`config.mk`:
```
export PLATFORM = sky130hd
export DESIGN_NAME = pwm_duty_generator
export DESIGN_NICKNAME = d
export VERILOG_FILES = /design/src/rtl/pwm_duty_generator.sv
export SDC_FILE = /design/constraint.sdc
export NUM_CORES = 1
export LEC_CHECK = 0
export ABC_AREA = 1
export CAP_MARGIN = 40
export CORE_ASPECT_RATIO = 0.6
export CORE_MARGIN = 3
export CORE_UTILIZATION = 35
export DETAILED_ROUTE_END_ITERATION = 7
export GPL_TIMING_DRIVEN = 0
export PLACE_DENSITY = 0.6
export SKIP_CTS_REPAIR_TIMING = 1
export SYNTH_ARGS = -nofsm -noshare
export SYNTH_HDL_FRONTEND = slang
export SYNTH_SLANG_ARGS = --single-unit
```
`constraint.sdc`:
```
create_clock -name clock -period 4.4 [get_ports clock]
set_clock_uncertainty 0.15 [all_clocks]
set_input_delay 0.44 -clock clock [delete_from_list [all_inputs] [get_ports clock]]
set_output_delay 0.44 -clock clock [all_outputs]
set_load 0.02 [all_outputs]
```
`src/rtl/pwm_duty_generator.sv`:
```
// pwm_duty_generator
// Turns rising edges of an asynchronous divided clock into one-cycle ticks,
// counts them into a fixed-length PWM period and drives a registered PWM
// output. Duty targets arrive over valid/ready and are applied as a
// slew-limited ramp that only moves at period boundaries, so the output never
// glitches mid-period.

module pwm_duty_generator #(
  parameter int unsigned WIDTH     = 8,
  parameter int unsigned PERIOD    = 100,
  parameter int unsigned RAMP_STEP = 5
) (
  input  logic             clock,
  input  logic             reset_n,
  input  logic             counter_clock_signal,
  input  logic             enable,
  input  logic [WIDTH-1:0] duty_in,
  input  logic             duty_valid,
  output logic             duty_ready,
  output logic             pwm_out,
  output logic             period_start,
  output logic [WIDTH-1:0] duty_active
);

  localparam logic [WIDTH-1:0] PERIOD_W   = WIDTH'(PERIOD);
  localparam logic [WIDTH-1:0] LAST_PHASE = WIDTH'(PERIOD - 1);
  localparam logic [WIDTH:0]   STEP_X     = (WIDTH + 1)'(RAMP_STEP);

  // Synchronizer pair plus history flop for edge detection.
  logic s1_q, s2_q, s3_q;
  logic tick;

  logic [WIDTH-1:0] phase_q,  phase_d;
  logic [WIDTH-1:0] target_q, target_d;
  logic [WIDTH-1:0] active_q, active_d;
  logic             pending_q, pending_d;
  logic             pwm_q, pwm_d;
  logic             period_start_q, period_start_d;

  // One bit wider than the duty so the ramp arithmetic cannot wrap.
  logic [WIDTH:0]   active_x, target_x, gap_x, ramped_x;
  logic             boundary;
  logic             transfer;

  // Bring the divided clock into the system clock domain and keep one
  // sample of history so a rising edge becomes a single-cycle tick.
  // NOTE: sequential state uses non-blocking (<=) so every flop samples the
  // pre-edge value of its neighbour; blocking here would collapse the chain.
  // NOTE: every flop here has a defined async reset value, so no stale
  // synchronizer state can fake an edge after reset.
  always_ff @(posedge clock or negedge reset_n) begin
    if (!reset_n) begin
      s1_q <= 1'b0;
      s2_q <= 1'b0;
      s3_q <= 1'b0;
    end else begin
      s1_q <= counter_clock_signal;
      s2_q <= s1_q;
      s3_q <= s2_q;
    end
  end

  assign tick = s2_q & ~s3_q;

  // Next-state logic: phase counter, handshake, boundary-gated ramp, output.
  // NOTE: every variable gets a default at the top of the block; a path that
  // left one unassigned would infer a latch.
  always_comb begin
    phase_d        = phase_q;
    target_d       = target_q;
    active_d       = active_q;
    pending_d      = pending_q;
    active_x       = {1'b0, active_q};
    target_x       = {1'b0, target_q};
    gap_x          = '0;
    ramped_x       = active_x;

    boundary = enable & tick & (phase_q == LAST_PHASE);
    transfer = duty_valid & ~pending_q;

    // Phase: held at 0 while stopped, wraps at the period boundary.
    if (!enable) begin
      phase_d = '0;
    end else if (tick) begin
      phase_d = (phase_q == LAST_PHASE) ? '0 : phase_q + 1'b1;
    end

    // Move the active duty toward the target by at most one step.
    if (active_x < target_x) begin
      gap_x    = target_x - active_x;
      ramped_x = active_x + ((gap_x > STEP_X) ? STEP_X : gap_x);
    end else if (active_x > target_x) begin
      gap_x    = active_x - target_x;
      ramped_x = active_x - ((gap_x > STEP_X) ? STEP_X : gap_x);
    end

    // The ramp always uses the target held before this edge; a transfer in
    // the same cycle only takes effect from the following boundary.
    if (boundary) begin
      active_d = ramped_x[WIDTH-1:0];
      if (ramped_x == target_x) begin
        pending_d = 1'b0;
      end
    end

    if (transfer) begin
      target_d  = (duty_in > PERIOD_W) ? PERIOD_W : duty_in;
      pending_d = 1'b1;
    end

    pwm_d          = enable & (phase_q < active_q);
    period_start_d = boundary;
  end

  // Register all architectural state and the outputs.
  always_ff @(posedge clock or negedge reset_n) begin
    if (!reset_n) begin
      phase_q        <= '0;
      target_q       <= '0;
      active_q       <= '0;
      pending_q      <= 1'b0;
      pwm_q          <= 1'b0;
      period_start_q <= 1'b0;
    end else begin
      phase_q        <= phase_d;
      target_q       <= target_d;
      active_q       <= active_d;
      pending_q      <= pending_d;
      pwm_q          <= pwm_d;
      period_start_q <= period_start_d;
    end
  end

  assign duty_ready   = ~pending_q;
  assign pwm_out      = pwm_q;
  assign period_start = period_start_q;
  assign duty_active  = active_q;

endmodule
```
==> reports/results.ini <==
[outcome]
status = finished, final reports clean

[detailed_routing]
wl_um = 9784
via_per_inst = 4.982
remaining_drc_errors = 0
first_iter_violations = 247
drt-pass1-iter-count = 5
drt.antenna.violating_nets = 0
vias = 3368
detail_route.wl_per_cell_um = 14.47

[critical_path]
worstReg2RegStart = duty_active[1]
crit_arrival_ns = 4.20
crit_path_top_delay_cell = dfrtp_2
start_kind = flop
cp_max_fo = 4
reg2reg_to = pending_q
crit_type = reg -> reg
cp.required_ns = 4.41
crit_path_end_kind = flop
critical-path-max-stage-delay_ns = 0.40
rr_worst_depth = 29
worst_path_most_repeated_cell = nand2_1
r2r_setup_slack_ns = 0.21

[global_routing]
grt_pass1_vias = 2971
grt_max_degree = 19
antenna_found_initial = 0
grt-ovfl-total = 0
gr-usage-all-layers_pct = 18.42
grt_pass1_wl_um = 15150

[synth]
synth_largest_area_cell = dfrtp_1
syn_area_per_cell_um2 = 6.539
synth-seq-cells = 30
netlist_instances = 496
netlist_area_um2 = 3243
yosysSeqAreaShare_pct = 23.15
synth_most_common_cell = nand2_1
yosysWarnings = 0
async_reset_ff_share_pct = 100.0
synth-edff-count = 0
ys_types = 40
ys_top_cells_by_area = dfrtp_1 (23%), nand2_1 (18%), ha_1 (15%)
synth_top_area_share_pct = 23.15
synth_flop_cell = dfrtp_1
synthTopCellsByCount = nand2_1 (152), inv_1 (80), nand3_1 (49), ha_1 (38), o21ai_0 (32)

[power_and_ir_drop]
swShare_pct = 44.36
p_switching_uw = 626.6
power.density_nw_per_um2 = 338.2
clock_power_share_pct = 23.1
leakage_nw = 2.127
seq_power_share_pct = 23.9
peakVddDrop_v = 0.0002244
p_int_uw = 786.1
comb_power_share_pct = 53.0

[placement]
place_congestion = 0.8914
hpwl_um = 7575
dp_cells = 640
io_buffer_count = 23

[cells_and_area]
n_fill_cell = 883
syn_to_final_growth_pct = 28.82
utilization_pct = 47.74
drive_gt1_share_pct = 19.50
ff_latch_area_um2 = 762.0
layout.cells.non_filler = 676
n_antenna_cell = 0
nNetsFinal = 619
multiInputGateArea_um2 = 2321

[clock_network]
cts_tree = built
worstSkewPairLatency_ns = 0.27
cts_root_buffer = clkbuf_16
cts.sinks = 30
htreeDepth = 2
cts-buffers-inserted = 5
max-clock-path-buffers = 2
clk_pin_slew_worst_paths_ns = 0.05

[timing]
worstMarginPinSlew_ns = 0.6425
slew_violations = 0
maxSlewHeadroom_pct = 57.03
setup_viol = 0
hold_slack_ns = 0.2302
fin_crit_sh_pct = 95.29
finalHoldViolations = 0
fmax_mhz = 238.5
period_needed_ns = 4.193

[floorplan]
num_rows = 26
initial_core_util_pct = 37.06
ios = 24
die_h_um = 80.57
die_area_um2 = 10500
die_w_um = 130.3
coreArea_um2 = 8751

[run]
cap_violations = 0

[min_path]
whs_path_depth = 0
min_to = s3_q
hp-start = s2_q
hold_class = reg -> reg

cells in the final DEF, fill, tap and decap left out, types with 2 or more instances in the layout:
master and instances:
nor2_1 17, clkdlybuf4s50_1 23, nor2_4 4, nand2_1 143, ha_2 3, nor2_2 4, a21oi_2 3, conb_1 10
clkbuf_1 2, inv_1 71, or2_4 2, buf_6 2, a31oi_1 2, clkinv_2 2, nand2_2 13, or2_2 2
dfrtp_1 21, dfrtp_2 9, o211ai_1 2, clkbuf_16 5, o21ai_0 29, nand4_1 7, ha_1 33, buf_4 30
xor2_1 4, ha_4 2, xor2_2 2, nand3_2 5, o21ai_2 2, nor3_1 5, nand3_1 45, fa_2 4
o21ai_1 4, xnor2_1 2, a21oi_1 24, inv_2 9, o22ai_1 2
per-stage QoR:
stage               setup slack (ns)  setup TNS (ns)  instance area, um^2  power, mW
global route                -0.07147        -0.07147                 4178      1.519
detailed placement           -0.2280         -0.2280                 3659     0.9573
floorplan                     0.4321               0                 3273     0.7866
global placement             -0.1987         -0.1987                 3643     0.9504
finish                        0.2072               0                 4178      1.413
CTS                          -0.2488         -0.2488                 3794      1.282
critical path, delay by kind of cell (launching register included):
family          cells  cell delay, ns
fa+ha+maj           2            0.70
compound gates      1            0.11
flops               1            0.40
simple gates       21            2.11
buf+inv             4            0.40
xor+xnor            1            0.23
cell families (layout without fill, tap and decap cells):
| logic type | Yosys count | in the layout | share of synthesized area [%] |
|---|---|---|---|
| DFF | 30 | 30 | 23.15 |
| adders and majority gates | 42 | 42 | 17.13 |
| other | 2 | 10 | 0.2316 |
| xor gates and xnor gates | 8 | 8 | 2.161 |
| and+or+nand+nor | 252 | 252 | 33.80 |
| buffers and inverters | 88 | 148 | 10.80 |
| AOI/OAI and AO/OA | 74 | 74 | 12.73 |
metal layers:
metal  vias up  routed length, um  global-route usage (%)
li1       1725                  -                       -
met5         -                  0                       0
met4         0                 17                   1.867
met2        98               3975                   24.69
met3         4                617                   2.591
met1      1541               5174                   30.88
power by group through the flow:
stage | Combinational (mW) | Sequential, mW | Clock [mW]
after floorplan | 0.454 | 0.332 | 0
after global placement | 0.604 | 0.346 | 0
final | 0.748 | 0.338 | 0.327
after global routing | 0.836 | 0.340 | 0.343
after CTS | 0.616 | 0.342 | 0.324
after detailed placement | 0.611 | 0.346 | 0
sequential cells by signal, summed over array words and instances (netlist names):
| register | flops |
|---|---|
| duty_active | 8 |
| pending_q | 1 |
| period_start | 1 |
| phase_q | 8 |
| pwm_out | 1 |
| s1_q | 1 |
| s2_q | 1 |
| s3_q | 1 |
| target_q | 8 |
area by class of cell:
type,instances,area share (%)
buffer,6,1.018
clock buffer,5,2.995
clock inverter,2,0.2396
inverter,82,7.517
multi-input combinational,386,55.56
sequential,30,18.24
tap,112,3.354
timing repair buffer,53,11.08
how the worst max path moves through the flow:
stage                     depth (start not counted)  slack (ns)      startpoint         to
after CTS                                        28       -0.25  duty_active[1]  pending_q
after floorplan                                  28        0.43  duty_active[1]  pending_q
after global placement                           28       -0.20  duty_active[1]  pending_q
after global routing                             33       -0.07  duty_active[1]  pending_q
after detailed placement                         28       -0.23  duty_active[1]  pending_q
final                                            29        0.21  duty_active[1]  pending_q
Note: power is estimated with default switching activity, not from simulation.
